==> src/rtl/alu_pkg.sv <==
// Shared definitions for the bit-serial ALU: op encodings and sequencer states.
package alu_pkg;

  localparam logic [1:0] OP_AND = 2'b00;
  localparam logic [1:0] OP_OR  = 2'b01;
  localparam logic [1:0] OP_ADD = 2'b10;
  localparam logic [1:0] OP_SUB = 2'b11;

  typedef enum logic [1:0] {
    IDLE = 2'b00,
    RUN  = 2'b01,
    DONE = 2'b10
  } state_e;

endpackage

==> src/rtl/alu_serial_seq_if.sv <==
// Request/result bundle between the operand stage and the bit-serial ALU sequencer.
interface alu_serial_seq_if #(
  parameter int unsigned WIDTH = 8
);
  logic             start;
  logic [1:0]       op;
  logic [WIDTH-1:0] a;
  logic [WIDTH-1:0] b;
  logic             busy;
  logic             done;
  logic [WIDTH-1:0] result;
  logic             cout;
  logic             zero;
  logic             ovf;

  modport master (
    output start, op, a, b,
    input  busy, done, result, cout, zero, ovf
  );

  modport slave (
    input  start, op, a, b,
    output busy, done, result, cout, zero, ovf
  );
endinterface

==> src/rtl/alu_slice.sv <==
// One-bit ALU slice: AND/OR/ADD/SUB on single bits; SUB inverts i1 and relies on cin=1 at the LSB.
module alu_slice
  import alu_pkg::*;
(
  input  logic       i0_i,
  input  logic       i1_i,
  input  logic       cin_i,
  input  logic [1:0] op_i,
  output logic       o_o,
  output logic       cout_o
);

  logic b_eff;

  always_comb begin
    b_eff  = op_i[0] ? ~i1_i : i1_i;
    o_o    = 1'b0;
    cout_o = 1'b0;
    unique case (op_i)
      OP_AND: o_o = i0_i & i1_i;
      OP_OR:  o_o = i0_i | i1_i;
      OP_ADD, OP_SUB: begin
        o_o    = i0_i ^ b_eff ^ cin_i;
        cout_o = (i0_i & b_eff) | (cin_i & (i0_i ^ b_eff));
      end
      default: o_o = 1'b0;
    endcase
  end

endmodule

==> src/rtl/alu_serial_seq.sv <==
// Bit-serial operand sequencer around a single alu_slice; one op per WIDTH+1 cycles.
// Optional signed-overflow flag built only when ALU_SERIAL_OVF_EN is defined.
module alu_serial_seq
  import alu_pkg::*;
#(
  parameter int unsigned WIDTH = 8
) (
  input  logic             clk,
  input  logic             reset_n,
  alu_serial_seq_if.slave  bus
);

  localparam int unsigned CntW = (WIDTH > 1) ? $clog2(WIDTH) : 1;

  state_e           state_q, state_d;
  logic [WIDTH-1:0] a_sh_q, a_sh_d;
  logic [WIDTH-1:0] b_sh_q, b_sh_d;
  logic [WIDTH-1:0] result_q, result_d;
  logic [1:0]       op_q, op_d;
  logic [CntW-1:0]  cnt_q, cnt_d;
  logic             carry_q, carry_d;
  logic             zero_q, zero_d;
  logic             accept, last;
  logic             s_o, s_cout;

  alu_slice u_slice (
    .i0_i   (a_sh_q[0]),
    .i1_i   (b_sh_q[0]),
    .cin_i  (carry_q),
    .op_i   (op_q),
    .o_o    (s_o),
    .cout_o (s_cout)
  );

  always_comb begin
    state_d  = state_q;
    a_sh_d   = a_sh_q;
    b_sh_d   = b_sh_q;
    result_d = result_q;
    op_d     = op_q;
    cnt_d    = cnt_q;
    carry_d  = carry_q;
    zero_d   = zero_q;
    accept   = bus.start && ((state_q == IDLE) || (state_q == DONE));
    last     = (state_q == RUN) && (cnt_q == CntW'(WIDTH - 1));

    unique case (state_q)
      IDLE:    if (accept) state_d = RUN;
      RUN:     if (last) state_d = DONE;
      DONE:    state_d = accept ? RUN : IDLE;
      default: state_d = IDLE;
    endcase

    if (accept) begin
      a_sh_d  = bus.a;
      b_sh_d  = bus.b;
      op_d    = bus.op;
      cnt_d   = '0;
      carry_d = (bus.op == OP_SUB);
    end else if (state_q == RUN) begin
      result_d = {s_o, result_q[WIDTH-1:1]};
      a_sh_d   = a_sh_q >> 1;
      b_sh_d   = b_sh_q >> 1;
      // Logic ops keep carry at its accept value of 0.
      if (op_q[1]) carry_d = s_cout;
      cnt_d = cnt_q + CntW'(1);
      if (last) zero_d = ~|result_d;
    end
  end

  always_ff @(posedge clk or negedge reset_n) begin
    if (!reset_n) begin
      state_q  <= IDLE;
      a_sh_q   <= '0;
      b_sh_q   <= '0;
      result_q <= '0;
      op_q     <= OP_AND;
      cnt_q    <= '0;
      carry_q  <= 1'b0;
      zero_q   <= 1'b0;
    end else begin
      state_q  <= state_d;
      a_sh_q   <= a_sh_d;
      b_sh_q   <= b_sh_d;
      result_q <= result_d;
      op_q     <= op_d;
      cnt_q    <= cnt_d;
      carry_q  <= carry_d;
      zero_q   <= zero_d;
    end
  end

`ifdef ALU_SERIAL_OVF_EN
  // Carry into the MSB slice, captured on the final RUN edge.
  logic cin_msb_q;

  always_ff @(posedge clk or negedge reset_n) begin
    if (!reset_n)  cin_msb_q <= 1'b0;
    else if (last) cin_msb_q <= carry_q;
  end

  assign bus.ovf = op_q[1] & (cin_msb_q ^ carry_q);
`else
  assign bus.ovf = 1'b0;
`endif

  assign bus.busy   = (state_q == RUN);
  assign bus.done   = (state_q == DONE);
  assign bus.result = result_q;
  assign bus.cout   = carry_q;
  assign bus.zero   = zero_q;

endmodule

==> src/flat_wrapper.sv <==
// flat-port wrapper written by rule: the top's interface ports become plain ports
module alu_serial_seq_flat import alu_pkg::*;
#(
  parameter int unsigned WIDTH = 8
)
  (clk, reset_n, bus_start, bus_op, bus_a, bus_b, bus_busy, bus_done, bus_result, bus_cout, bus_zero, bus_ovf);
  alu_serial_seq_if #(.WIDTH(WIDTH)) bus_i ();
  input  logic clk;
  input  logic reset_n;
  input wire logic [$bits(bus_i.start)-1:0] bus_start;
  input wire logic [$bits(bus_i.op)-1:0] bus_op;
  input wire logic [$bits(bus_i.a)-1:0] bus_a;
  input wire logic [$bits(bus_i.b)-1:0] bus_b;
  output wire logic [$bits(bus_i.busy)-1:0] bus_busy;
  output wire logic [$bits(bus_i.done)-1:0] bus_done;
  output wire logic [$bits(bus_i.result)-1:0] bus_result;
  output wire logic [$bits(bus_i.cout)-1:0] bus_cout;
  output wire logic [$bits(bus_i.zero)-1:0] bus_zero;
  output wire logic [$bits(bus_i.ovf)-1:0] bus_ovf;
  assign bus_i.start = bus_start;
  assign bus_i.op = bus_op;
  assign bus_i.a = bus_a;
  assign bus_i.b = bus_b;
  assign bus_busy = bus_i.busy;
  assign bus_done = bus_i.done;
  assign bus_result = bus_i.result;
  assign bus_cout = bus_i.cout;
  assign bus_zero = bus_i.zero;
  assign bus_ovf = bus_i.ovf;
  alu_serial_seq #(.WIDTH(WIDTH)) u_core (.clk(clk), .reset_n(reset_n), .bus(bus_i));
endmodule
==> config.mk <==
export PLATFORM = sky130hd
export DESIGN_NAME = alu_serial_seq_flat
export DESIGN_NICKNAME = d
export VERILOG_FILES = /design/src/rtl/alu_pkg.sv /design/src/rtl/alu_serial_seq_if.sv /design/src/rtl/alu_slice.sv /design/src/rtl/alu_serial_seq.sv /design/src/flat_wrapper.sv
export SDC_FILE = /design/constraint.sdc
export NUM_CORES = 1
export LEC_CHECK = 0
export BUFFER_PORTS_ARGS = -buffer_cell sky130_fd_sc_hd__buf_2
export CAP_MARGIN = 0
export CORE_ASPECT_RATIO = 1.1
export CORE_MARGIN = 2
export CORE_UTILIZATION = 55
export CTS_CLUSTER_SIZE = 20
export DETAILED_ROUTE_END_ITERATION = 12
export GPL_TIMING_DRIVEN = 0
export HOLD_SLACK_MARGIN = 0.1
export PLACE_DENSITY = 0.89
export SLEW_MARGIN = 10
export SYNTH_ARGS = -nofsm -noshare
export SYNTH_HDL_FRONTEND = slang
export SYNTH_HIERARCHICAL = 1
export SYNTH_SLANG_ARGS = --single-unit
==> constraint.sdc <==
create_clock -name clk -period 2.45 [get_ports clk]
set_input_delay 0 -clock clk [delete_from_list [all_inputs] [get_ports clk]]
set_output_delay 0 -clock clk [all_outputs]
set_load 0.005 [all_outputs]
# == Word level (Yosys, flattened, before mapping) ==
# Index checks and enable logic that the tools add are counted.
# Widths: inputs -> output; s select.
# op_classes
n_addsub,1
n_reduce_logical,14
n_bitwise,9
n_mux,16
n_eq_ne,9
# op_table
operator,n
$mux 8,4
$eq 2x2->1 const B,4
$reduce_or 8->1,1
$mux 1,6
$mux 3,2
$pmux 2 s3,1
$reduce_and 2->1,3
$eq 2x1->1 const B,2
$logic_not 2->1,2
$mux 2,2
$ne 2x1->1 const B,2
$reduce_bool 2->1,2
$add 3x1->3 const B,1
$and 1x1->1,3
$eq 3x3->1 const B,1
$pmux 1 s3,1
$reduce_and 3->1,1
$logic_and 1x1->1,2
$not 1->1,2
$or 1x1->1,2
$reduce_or 2->1,1
$xor 1x1->1,2
$logic_not 1->1,1
$logic_or 1x1->1,1
# totals
register_bits,33
inputBits,21
output_inout_bits,13
word_cells,57

# == Depth between registers and ports, before layout ==
# Gate-level depths: netlist of the first run.
# logic_depth
word_depth,9
mapped_depth,7
ltp_nobuf,6

# == Modules after synthesis ==
# Netlist of the first run, hierarchy kept.
# by_module_without_submodules
mod,area_per_inst_um2,n_inst,seq_area_each_um2,cells_per_inst
alu_serial_seq,1470.2,1,825.8,153
alu_slice,72.6,1,0.0,9

# == Worst setup path before layout of the first run ==
# OpenSTA, ideal clock, no wires.
# synth_timing
kind,register to register
from,register u_core.op_q[0]
to,"register u_core.zero_q, in the netlist u_core/bus.zero"
path_buffers,0
required_time_ps,2367
setup_time_ps,83
path_stages_with_launch,7
t_arrival_ps,1485
synth_period_minus_slack_ps,1567
setup_slack_ps,883
cell_sequence,dfrtp_1 xnor2_1 fa_1 o22ai_2 nor4_1 nand4_1 o21ai_0
# synth_between
elab_chain_cells,6
word_cells_on_any_way,11
classes_between,eq/ne (3); mux (2); bitwise (2); reduce/logical (4)
# synth_lines
element,line_no,source
"start, declared",alu_serial_seq.sv:19,"logic [1:0] op_q, op_d;"
"start signal, assigned",alu_serial_seq.sv:86,op_q <= op_d;
$mux 1,alu_slice.sv:16,b_eff = op_i[0] ? ~i1_i : i1_i;
$xor 1x1->1 (2 in a row),alu_slice.sv:23,o_o = i0_i ^ b_eff ^ cin_i;
$pmux 1 s3 *,alu_slice.sv:19,unique case (op_i)
net u_core.s_o,alu_serial_seq.sv:24,"logic s_o, s_cout;"
$reduce_or 8->1 *,alu_serial_seq.sv:67,if (last) zero_d = ~|result_d;
$logic_not 1->1 *,alu_serial_seq.sv:67,
"end signal, assigned",alu_serial_seq.sv:89,zero_q <= zero_d;
"end, declared",alu_serial_seq.sv:22,"logic zero_q, zero_d;"
# Mark *: on every way through the listed nets, which the timed path passes. The rest lies on a longest branch.
# A chain may end at the register's enable or synchronous reset.

# == Worst setup path in the final report of the first run ==
# layout_timing
from,register u_core.b_sh_q[0]
to,"register u_core.zero_q, in the netlist u_core/bus.zero"
# layout_between
elab_chain_cells,7
word_cells_on_any_way,9
classes_between,mux (2); bitwise (5); reduce/logical (2)
# layout_lines
element,line_no,source
"start, declared",alu_serial_seq.sv:17,"logic [WIDTH-1:0] b_sh_q, b_sh_d;"
"start signal, assigned",alu_serial_seq.sv:84,b_sh_q <= b_sh_d;
$not 1->1,alu_slice.sv:16,
$mux 1,alu_slice.sv:16,
$xor 1x1->1 (2 in a row),alu_slice.sv:23,
$pmux 1 s3 *,alu_slice.sv:19,
net u_core.s_o,alu_serial_seq.sv:24,
$reduce_or 8->1 *,alu_serial_seq.sv:67,
$logic_not 1->1 *,alu_serial_seq.sv:67,
# Marked as above.

==> impl_results.md, run 1 <==
- Core area: 2728 µm²
- Full die area: 3245 µm²
- Num rows: 20
- Yosys top cell by area: dfrtp_1
- Normalized max-slew margin: 51.45%
- Peak Freq: 554.4 MHz
- Detail Route Antenna Nets: 0
- P_leak: 0.9991 nW
- Starting density of the core: 56.56%
- Die Wd: 54.50 µm
- Max-cap viol count: 0
- Mux cell area share after synthesis: 0%
- Status: finished clean
- Synthesis Warnings: 6
- Top cells by area, synth: dfrtp_1, nand2_1, a31oi_1, nor2_1, buf_4
- Setup crit end: u_core/bus.zero
- Clock buffer depth: 2
- CTS resizes: 0
- First-pass GRT wire length: 5740 µm
- Pwr dens: 1185 nW/µm²
- Initial DRC Count: 62
- Post-Synth Simple-Gate Area: 22.30%
- Largest net degree at the start of global routing: 34
- Setup TNS: 0 ns
- Mapped Area: 1543 µm²
- Net count after synthesis: 186
- Final min period: 1.804 ns
- Synth Area in Compound Gates: 11.84%
- Crit Path Category: flip-flop to flip-flop
- Worst reg2reg setup slack: 0.65 ns
- Dpl hpwl: 2300 µm
- Unrepaired setup endpoints after global routing: false
- Vias: 1354
- Worst R2R End: u_core/bus.zero
- Skew-Pair Late Insertion Delay: 0.33 ns
- Ys async rst share: 100.0%
- Post-Synth Adder-Cell Area: 2.920%
- Cell variety after synth: 32
- DRT Wirelength: 3617 µm
- Crit start category: flip-flop
- Area delta synth->final: 28.87%
- Tcrit/Tclk final: 73.62%
- Clock Tree Root: clkbuf_4
- Delay-heaviest family, CP: adder cells
- Worst clock skew: 0.01074 ns
- Synth top cells by count: nand2_1, dfrtp_1, nor2_1
- R2R Path Start: u_core/b_sh_q[0]
- Clock transition at the registers of the reported paths: 0.10 ns
- Crit Path Max Fanout: 4
- CP max stage delay: 0.51 ns
- Top-area cell type share of the netlist area: 53.53%
- Num CTS Buffers: 5
- Drt drc: 0
- First drt pass iteration count: 4
- Chip Height: 59.55 µm
- Port-buffer cells: 32
- Worst path slowest cell: fa_1
- Crit. End Element: flip-flop
- Count leader, synth: nand2_1
- Mapped Cells: 162
- CP cell instances: xnor2_1, fa_1, o22ai_2, nor4_1, nand4_1, o21ai_0
- FF+latch count, synth: 33
- Syn avg cell area: 9.523 µm²
- CTS Sinks: 33
- Htree depth: 2
- Initial antenna violation count: 0
- Area share of xor/xnor cells in the synthesized design: 0.5677%
- Share of layout cells above drive strength 1: 24.89%
- Start point of the critical path: u_core/b_sh_q[0]
- Setup violators final: 0
- TritonCTS clock tree: built
- Critical path depth in cells: 6
- Synth Flop Type: dfrtp_1
- Fin. max-slew vios: 0
- Via/cell ratio: 5.310
- Routability congestion estimate from global placement: 0.7652
- WP data arrival: 2.05 ns
- Nets@finish: 244
- Worst VDD drop: 0.0009065 V
- Grt ovf: 0
- Post-synth EDFFs: 0
- Vias in the first global route: 1267
- WL/cell: 14.18 µm
- # IOs: 34
- Post-synthesis sequential area ratio: 53.53%
- Critical path data required time: 2.70 ns
- Total track usage: 25.81%
- Largest family of logic cells by synthesized area: simple AND/OR/NAND/NOR gates
- Slew @ Worst Pin: 0.7283 ns
- Worst Path Buf+Inv: 0
- Fillers: 193
- Reg2Reg Depth: 6
- Pwr Total: 0.002356 W
- Final Hold Vio Count: 0
- Hold Crit Class: primary input to flip-flop
kinds of logic after synthesis:
family	after synthesis
AOI/OAI and AO/OA	26
xor gates and xnor gates	1
adders and majority gates	3
buffers and inverters	17
DFF	33
other	1
and+or+nand+nor	81
cell usage in the layout (no fill, tap or decap), drive strengths merged, types with 2 or more instances in the layout:
master       instances
nand2               51
buf                 43
dfrtp               33
dlygate4sd3         19
nor2                13
a31oi                9
nand3                7
clkbuf               6
inv                  6
o21ai                4
a22oi                3
a22o                 3
o22ai                3
clkinv               2
nand2b               2
a21oi                2
nor4                 2
nor3                 2
ha                   2
worst register-to-register path, cell delays in order (launching register included):
cell	delay, ns
dfrtp_1	0.45
xnor2_1	0.16
fa_1	0.51
o22ai_2	0.10
nor4_1	0.29
nand4_1	0.12
o21ai_0	0.09
flip-flops by register name, summed over array words and instances (netlist names):
name               flops
u_core/a_sh_q          8
u_core/b_sh_q          8
u_core/bus.cout        1
u_core/bus.result      8
u_core/bus.zero        1
u_core/cnt_q           3
u_core/op_q            2
u_core/state_q         2
metrics by stage:
step / hold WS [ns] / util, % / instance area, µm² / worst slack (ns) / instances
global route: 0.1850 / 72.80 / 1986 / 0.5471 / 254
CTS: 0.1625 / 72.80 / 1986 / 0.6688 / 254
floorplan: -0.2956 / - / 1543 / 0.8828 / 162
global placement: 0.09056 / 63.94 / 1744 / 0.7204 / 227
finish: 0.1695 / 72.89 / 1988 / 0.6462 / 255
detailed placement: 0.09400 / 63.94 / 1744 / 0.6686 / 227
worst min path at each step:
stage	startpoint	to	slack (ns)	cells past startpoint
after floorplan	reset_n	u_core/a_sh_q[0]	-0.30	0
after global placement	reset_n	u_core/bus.result[0]	0.09	1
after detailed placement	reset_n	u_core/bus.result[0]	0.09	1
after CTS	bus_start	u_core/a_sh_q[3]	0.16	5
after global routing	bus_start	u_core/a_sh_q[3]	0.18	5
final	bus_start	u_core/a_sh_q[3]	0.17	5
power breakdown:
part           leakage, nW  internal, W  switching [W]  total (W)
Clock               0.0320     0.000109       0.000180   0.000289
Sequential           0.414     0.000784       0.000176   0.000961
Combinational        0.554     0.000513       0.000593    0.00111
repair_timing:
action	4_1_cts	5_1_grt
hold endpoints to repair	52	0
buffers inserted	0	0
hold buffers	19	0
cell type report:
class                   count  area, µm²  area share, %
clock inverters             2      10.01         0.5035
inverters                   6      27.53          1.385
repair buffers             51      350.3          17.62
well taps                  33      41.29          2.077
clock buffers               6      41.29          2.077
multi-input cells         112      584.3          29.39
diodes                      1      2.502         0.1259
plain buffers              11      105.1          5.286
flip-flops and latches     33      825.8          41.54
routing by layer:
| metal | track usage, % | routed length (µm) | vias to the layer above |
|---|---|---|---|
| met3 | 7.828 | 135 | 10 |
| li1 | - | - | 658 |
| met4 | 11.07 | 81 | 0 |
| met5 | 0 | 0 | - |
| met2 | 39.76 | 1833 | 32 |
| met1 | 33.50 | 1565 | 654 |
Power figures use the tool's default switching activity.
==> run 2, diff against run 1 <==
CORE_UTILIZATION = 53   (was 55)
PLACE_DENSITY = 0.86   (was 0.89)
clock period = 1.7 ns   (was 2.45 ns; I/O delays follow)
==> run 2 against run 1 <==
  * Maximum frequency grew 11%
  * Clock-buffer cell count grew 1
  * Setup slack lost 0.57 ns
  * Largest cell class unchanged
  * Sequential share of layout area shrank 0.47 points
  * Sequential power grew 42%
  * Design area grew 1.1%
  * Global-route usage shrank 2.8 points
==> impl_results.md, run 2 (synthesized netlist as in run 1, its figures left out) <==
- Setup TNS: 0 ns (unchanged)
- Setup violators final: 0 (unchanged)
- Post-place instance area: 1744 µm² (unchanged)
- Detail Route Antenna Nets: 0 (unchanged)
- Core area: 2778 µm² (was 2728 µm²)
- Nets@finish: 246 (was 244)
- Share of layout cells above drive strength 1: 25.68% (was 24.89%)
- Fillers: 203 (was 193)
- Slew @ Worst Pin: 0.7173 ns (was 0.7283 ns)
- Area delta synth->final: 30.33% (was 28.87%)
- Hold path start: bus_start (unchanged)
- Worst clock skew: 0.003101 ns (was 0.01074 ns)
- Most frequent cells in the layout: nand2_1, buf_2, dfrtp_1 (unchanged)
- Tcrit/Tclk final: 95.58% (was 73.62%)
- Crit start category: flip-flop (unchanged)
- Fin. max-slew vios: 0 (unchanged)
- Normalized max-slew margin: 52.18% (was 51.45%)
- Final Hold Vio Count: 0 (unchanged)
- Vias in the first global route: 1276 (was 1267)
- Clock Tree Root: clkbuf_4 (unchanged)
- Grt ovf: 0 (unchanged)
- Max-cap viol count: 0 (unchanged)
- Initial antenna violation count: 0 (unchanged)
- Most common cell after layout, fill and taps aside: nand2_1 (unchanged)
- # diodes: 0 (was 1)
- Largest net degree at the start of global routing: 34 (unchanged)
- Initial DRC Count: 50 (was 62)
- Num CTS Buffers: 5 (unchanged)
- P_leak: 1.010 nW (was 0.9991 nW)
- Critical path data required time: 1.95 ns (was 2.70 ns)
- Hold Crit Class: primary input to flip-flop (unchanged)
- Num rows: 20 (unchanged)
- Total track usage: 23.04% (was 25.81%)
- Htree depth: 2 (unchanged)
- Port-buffer cells: 32 (unchanged)
- Crit Path Max Fanout: 2 (was 4)
- Die Wd: 55.44 µm (was 54.50 µm)
- Clock transition at the registers of the reported paths: 0.10 ns (about the same)
- Placed insts: 227 (unchanged)
- Final min period: 1.625 ns (was 1.804 ns)
- Full die area: 3359 µm² (was 3245 µm²)
- Final cell count without fillers: 255 (unchanged)
- Status: finished clean (unchanged)
- Via/cell ratio: 5.106 (was 5.310)
- Start point of the critical path: u_core/b_sh_q[0] (unchanged)
- TritonCTS clock tree: built (unchanged)
- Peak Freq: 615.4 MHz (was 554.4 MHz)
- DRT Wirelength: 3516 µm (was 3617 µm)
- R2R Path Start: u_core/b_sh_q[0] (unchanged)
- Crit. End Element: flip-flop (unchanged)
- Skew-Pair Late Insertion Delay: 0.32 ns (was 0.33 ns)
- Routability congestion estimate from global placement: 0.7722 (was 0.7652)
- First-pass GRT wire length: 5858 µm (was 5740 µm)
- Final design utilization: 72.39% (was 72.89%)
- Final instance area: 2011 µm² (was 1988 µm²)
- WL/cell: 13.79 µm (was 14.18 µm)
- Pwr dens: 1710 nW/µm² (was 1185 nW/µm²)
- WP data arrival: 1.87 ns (was 2.05 ns)
- Crit Path Category: flip-flop to flip-flop (unchanged)
- First drt pass iteration count: 4 (unchanged)
- Clock buffer depth: 2 (unchanged)
- Dpl hpwl: 2293 µm (was 2300 µm)
- # IOs: 34 (unchanged)
- Vias: 1302 (was 1354)
- Worst VDD drop: 0.001107 V (was 0.0009065 V)
- Chip Height: 60.59 µm (was 59.55 µm)
- CTS Sinks: 33 (unchanged)
- Drt drc: 0 (unchanged)
- Unrepaired setup endpoints after global routing: true (was false)
- Starting density of the core: 55.54% (was 56.56%)
-- run 2: layout make-up --
type	count	area, µm²	share of cell area, %
sequential	33	825.8	41.07
clock buffer	7	55.05	2.738
tap	33	41.29	2.054
inverter	6	27.53	1.369
timing repair buffer	53	365.4	18.17
multi-input combinational	112	590.6	29.37
buffer	11	105.1	5.227
-- run 2: worst paths after layout --
path                                             end  slack [ns]  cells after the start
worst max register to register       u_core/bus.zero        0.08                      6
worst max-delay path                 u_core/bus.zero        0.08                      6
min in group asynchronous       u_core/bus.result[2]        0.26                      2
worst min-delay path                u_core/a_sh_q[5]        0.16                      5
worst min register to register  u_core/bus.result[0]        0.48                      2
max in group asynchronous           u_core/a_sh_q[5]        0.99                      2
-- run 2: what timing repair did --
action                     CTS  global route
hold buffers                19             0
resized for setup            1             1
hold endpoints to repair    52             0
setup endpoints to repair    1             1
pin swaps                    1             0
setup buffers                2             0
-- run 2: through the flow --
stage / power (W) / hold WS [ns] / setup WS, ns
after floorplan: 0.002490 / -0.2956 / 0.1328
after global placement: 0.002818 / 0.08415 / -0.07447
after detailed placement: 0.002915 / 0.09960 / -0.1085
after CTS: 0.003446 / 0.1449 / 0.04523
after global routing: 0.003720 / 0.1650 / -0.001573
final: 0.003439 / 0.1552 / 0.07511
-- run 2: report_power, final --
group,switching (W),internal [W]
combinational,0.000863,0.000772
sequential,0.000234,0.00113
clock,0.000244,0.000195
total,0.00134,0.00210
-- run 2: critical path, stage by stage (launching register included) --
cell,delay (ns)
dfrtp_1,0.40
xnor2_1,0.15
fa_1,0.50
o22ai_2,0.09
nor4_2,0.18
nand4_1,0.13
o21ai_1,0.10
-- run 2: metal layers --
metal / global-route usage [%] / part of all wire (%) / up-vias
met2: 38.78 / 52 / 39
met5: 0 / 0 / -
li1: - / - / 655
met3: 4.478 / 4.5 / 4
met1: 29.99 / 43 / 604
met4: 9.408 / 1.1 / 0
==> run 3, diff against run 2 <==
CORE_UTILIZATION = 55   (was 53)
CTS_BUF_LIST = sky130_fd_sc_hd__clkbuf_4   (was default)
PLACE_DENSITY = 0.89   (was 0.86)
==> run 3 against run 2 <==
  * Sequential share of layout area is 0.20 points lower
  * Setup slack improved by 0.015 ns
  * Clock power decreased by 2%
  * Global-route usage is 3.5 points higher
  * Largest cell class unchanged
  * Routed wire length grew 4.4%
==> impl_results.md, run 3 (synthesized netlist as in run 1, its figures left out) <==
- Clock Tree Root: clkbuf_4 (unchanged)
- Reg2Reg Depth: 6 (unchanged)
- Pwr dens: 1724 nW/µm² (was 1710 nW/µm²)
- First drt pass iteration count: 4 (unchanged)
- Slew @ Worst Pin: 0.7357 ns (was 0.7173 ns)
- # IOs: 34 (unchanged)
- Worst Hold Depth: 5 (unchanged)
- Clock transition at the registers of the reported paths: 0.10 ns (about the same)
- Crit Path Max Fanout: 2 (unchanged)
- WP data arrival: 1.87 ns (about the same)
- Detail Route Antenna Nets: 0 (unchanged)
- Switching power: 0.001393 W (was 0.001341 W)
- Hold slack: 0.1690 ns (was 0.1552 ns)
- Core area: 2728 µm² (was 2778 µm²)
- Seq pwr share: 39.5% (was 39.7%)
- Worst setup margin: 0.08995 ns (was 0.07511 ns)
- Clock buffer depth: 2 (unchanged)
- Final Hold Vio Count: 0 (unchanged)
- Setup violators final: 0 (unchanged)
- Nets@finish: 247 (was 246)
- Hold Path Sink: u_core/a_sh_q[3] (was u_core/a_sh_q[5])
- Area delta synth->final: 30.98% (was 30.33%)
- Worst clock skew: 0.01052 ns (was 0.003101 ns)
- Fin. max-slew vios: 0 (unchanged)
- WL/cell: 14.23 µm (was 13.79 µm)
- Num CTS Buffers: 5 (unchanged)
- TritonCTS clock tree: built (unchanged)
- Grt ovf: 0 (unchanged)
- Full die area: 3245 µm² (was 3359 µm²)
- Post-place instance area: 1744 µm² (unchanged)
- Switch share: 39.99% (was 39.01%)
- Delay-heaviest family, CP: adder cells (unchanged)
- Fillers: 190 (was 203)
- Port-buffer cells: 32 (unchanged)
- Initial DRC Count: 96 (was 50)
- P_leak: 1.019 nW (was 1.010 nW)
- R2R Path Start: u_core/b_sh_q[0] (unchanged)
- Chip Height: 59.55 µm (was 60.59 µm)
- Htree depth: 2 (unchanged)
- Reg area: 825.8 µm² (unchanged)
- Tcrit/Tclk final: 94.71% (was 95.58%)
- Peak Freq: 621.1 MHz (was 615.4 MHz)
- Worst path slowest cell: fa_1 (unchanged)
- Hold Crit Class: primary input to flip-flop (unchanged)
- Largest net degree at the start of global routing: 34 (unchanged)
- Starting density of the core: 56.56% (was 55.54%)
- Crit. End Element: flip-flop (unchanged)
- Clk pwr share: 12.4% (was 12.8%)
- Die Wd: 54.50 µm (was 55.44 µm)
- Worst Path Buf+Inv: 0 (unchanged)
- Total track usage: 26.50% (was 23.04%)
- Share of layout cells above drive strength 1: 26.79% (was 25.68%)
- CP max stage delay: 0.51 ns (was 0.50 ns)
- Pwr Total: 0.003483 W (was 0.003439 W)
- Dpl hpwl: 2300 µm (was 2293 µm)
- Worst VDD drop: 0.001301 V (was 0.001107 V)
- Critical path data required time: 1.96 ns (was 1.95 ns)
- Crit Path Category: flip-flop to flip-flop (unchanged)
- Final instance area: 2021 µm² (was 2011 µm²)
- Most frequent cells in the layout: nand2_1, buf_2, dfrtp_1 (unchanged)
- Final design utilization: 74.08% (was 72.39%)
- Comb power frac: 48.2% (was 47.5%)
- Normalized max-slew margin: 50.96% (was 52.18%)
- Hold path start: bus_start (unchanged)
- Most common cell after layout, fill and taps aside: nand2_1 (unchanged)
- Power Internal: 0.002090 W (was 0.002097 W)
- DRT Wirelength: 3671 µm (was 3516 µm)
- Unrepaired setup endpoints after global routing: false (was true)
- First-pass GRT wire length: 5878 µm (was 5858 µm)
- Routability congestion estimate from global placement: 0.7652 (was 0.7722)
- Vias in the first global route: 1311 (was 1276)
- Num rows: 20 (unchanged)
- Status: finished clean (unchanged)
- Worst reg2reg setup slack: 0.09 ns (was 0.08 ns)
- CTS Sinks: 33 (unchanged)
- Post-place setup slack: -0.08135 ns (was -0.1085 ns)
- Vias: 1382 (was 1302)
- Skew-Pair Late Insertion Delay: 0.33 ns (was 0.32 ns)
- Worst R2R End: u_core/bus.zero (unchanged)
- Via/cell ratio: 5.357 (was 5.106)
- Area of the multi-input gates: 590.6 µm² (unchanged)
- Crit start category: flip-flop (unchanged)
- Drt drc: 0 (unchanged)
- CP cell instances: xnor2_1, fa_1, o22ai_2, nor4_2, nand4_1, o21ai_1 (unchanged)
- Max-cap viol count: 0 (unchanged)
- Final min period: 1.610 ns (was 1.625 ns)
- Initial antenna violation count: 0 (unchanged)
-- run 3: through the flow --
step	setup TNS, ns	cells
6_report	0	258
5_1_grt	0	257
4_1_cts	0	256
3_5_place_dp	-0.08135	227
3_3_place_gp	-0.02965	227
2_1_floorplan	0	162
-- run 3: power groups by stage --
stage	sequential, W	clock, W	combinational [W]
floorplan	0.00134	0	0.00115
global placement	0.00138	0	0.00148
detailed placement	0.00138	0	0.00155
CTS	0.00136	0.000432	0.00165
global route	0.00141	0.000474	0.00185
finish	0.00137	0.000431	0.00168
-- run 3: layer usage --
metal  global-route usage, %  wire length, µm  part of all wire [%]
met3                   7.828              175                   4.8
met1                   33.16             1567                    43
met4                   11.07               83                   2.3
met5                       0                0                     0
met2                   42.34             1845                    50
-- run 3: cell type report --
class,instances,area share [%]
flip-flops and latches,33,40.87
diodes,1,0.1238
clock inverters,2,0.4954
clock buffers,6,2.229
inverters,6,1.362
plain buffers,11,5.201
well taps,33,2.043
repair buffers,54,18.45
multi-input cells,112,29.23
-- run 3: tightest hold or removal path, cell delays in order --
cell and delay (ns):
buf_2 0.10, nand2b_1 0.06, buf_4 0.17, nor2_1 0.09, a31oi_1 0.04
-- run 3: how the worst max path moves through the flow --
stage	slack, ns	depth (start not counted)	from	endpoint
6_report	0.09	6	u_core/b_sh_q[0]	u_core/bus.zero
5_1_grt	0.03	6	u_core/op_q[0]	u_core/bus.zero
4_1_cts	0.01	6	u_core/b_sh_q[0]	u_core/bus.zero
3_5_place_dp	-0.08	6	u_core/b_sh_q[0]	u_core/bus.zero
3_3_place_gp	-0.03	6	u_core/b_sh_q[0]	u_core/bus.zero
2_1_floorplan	0.13	6	u_core/op_q[0]	u_core/bus.zero
-- run 3: repair_timing --
action,CTS,global route
hold endpoints to repair,52,0
gates resized for setup,1,1
hold buffers,19,0
pin swaps,0,1
setup endpoints to repair,1,1
buffers inserted,2,1
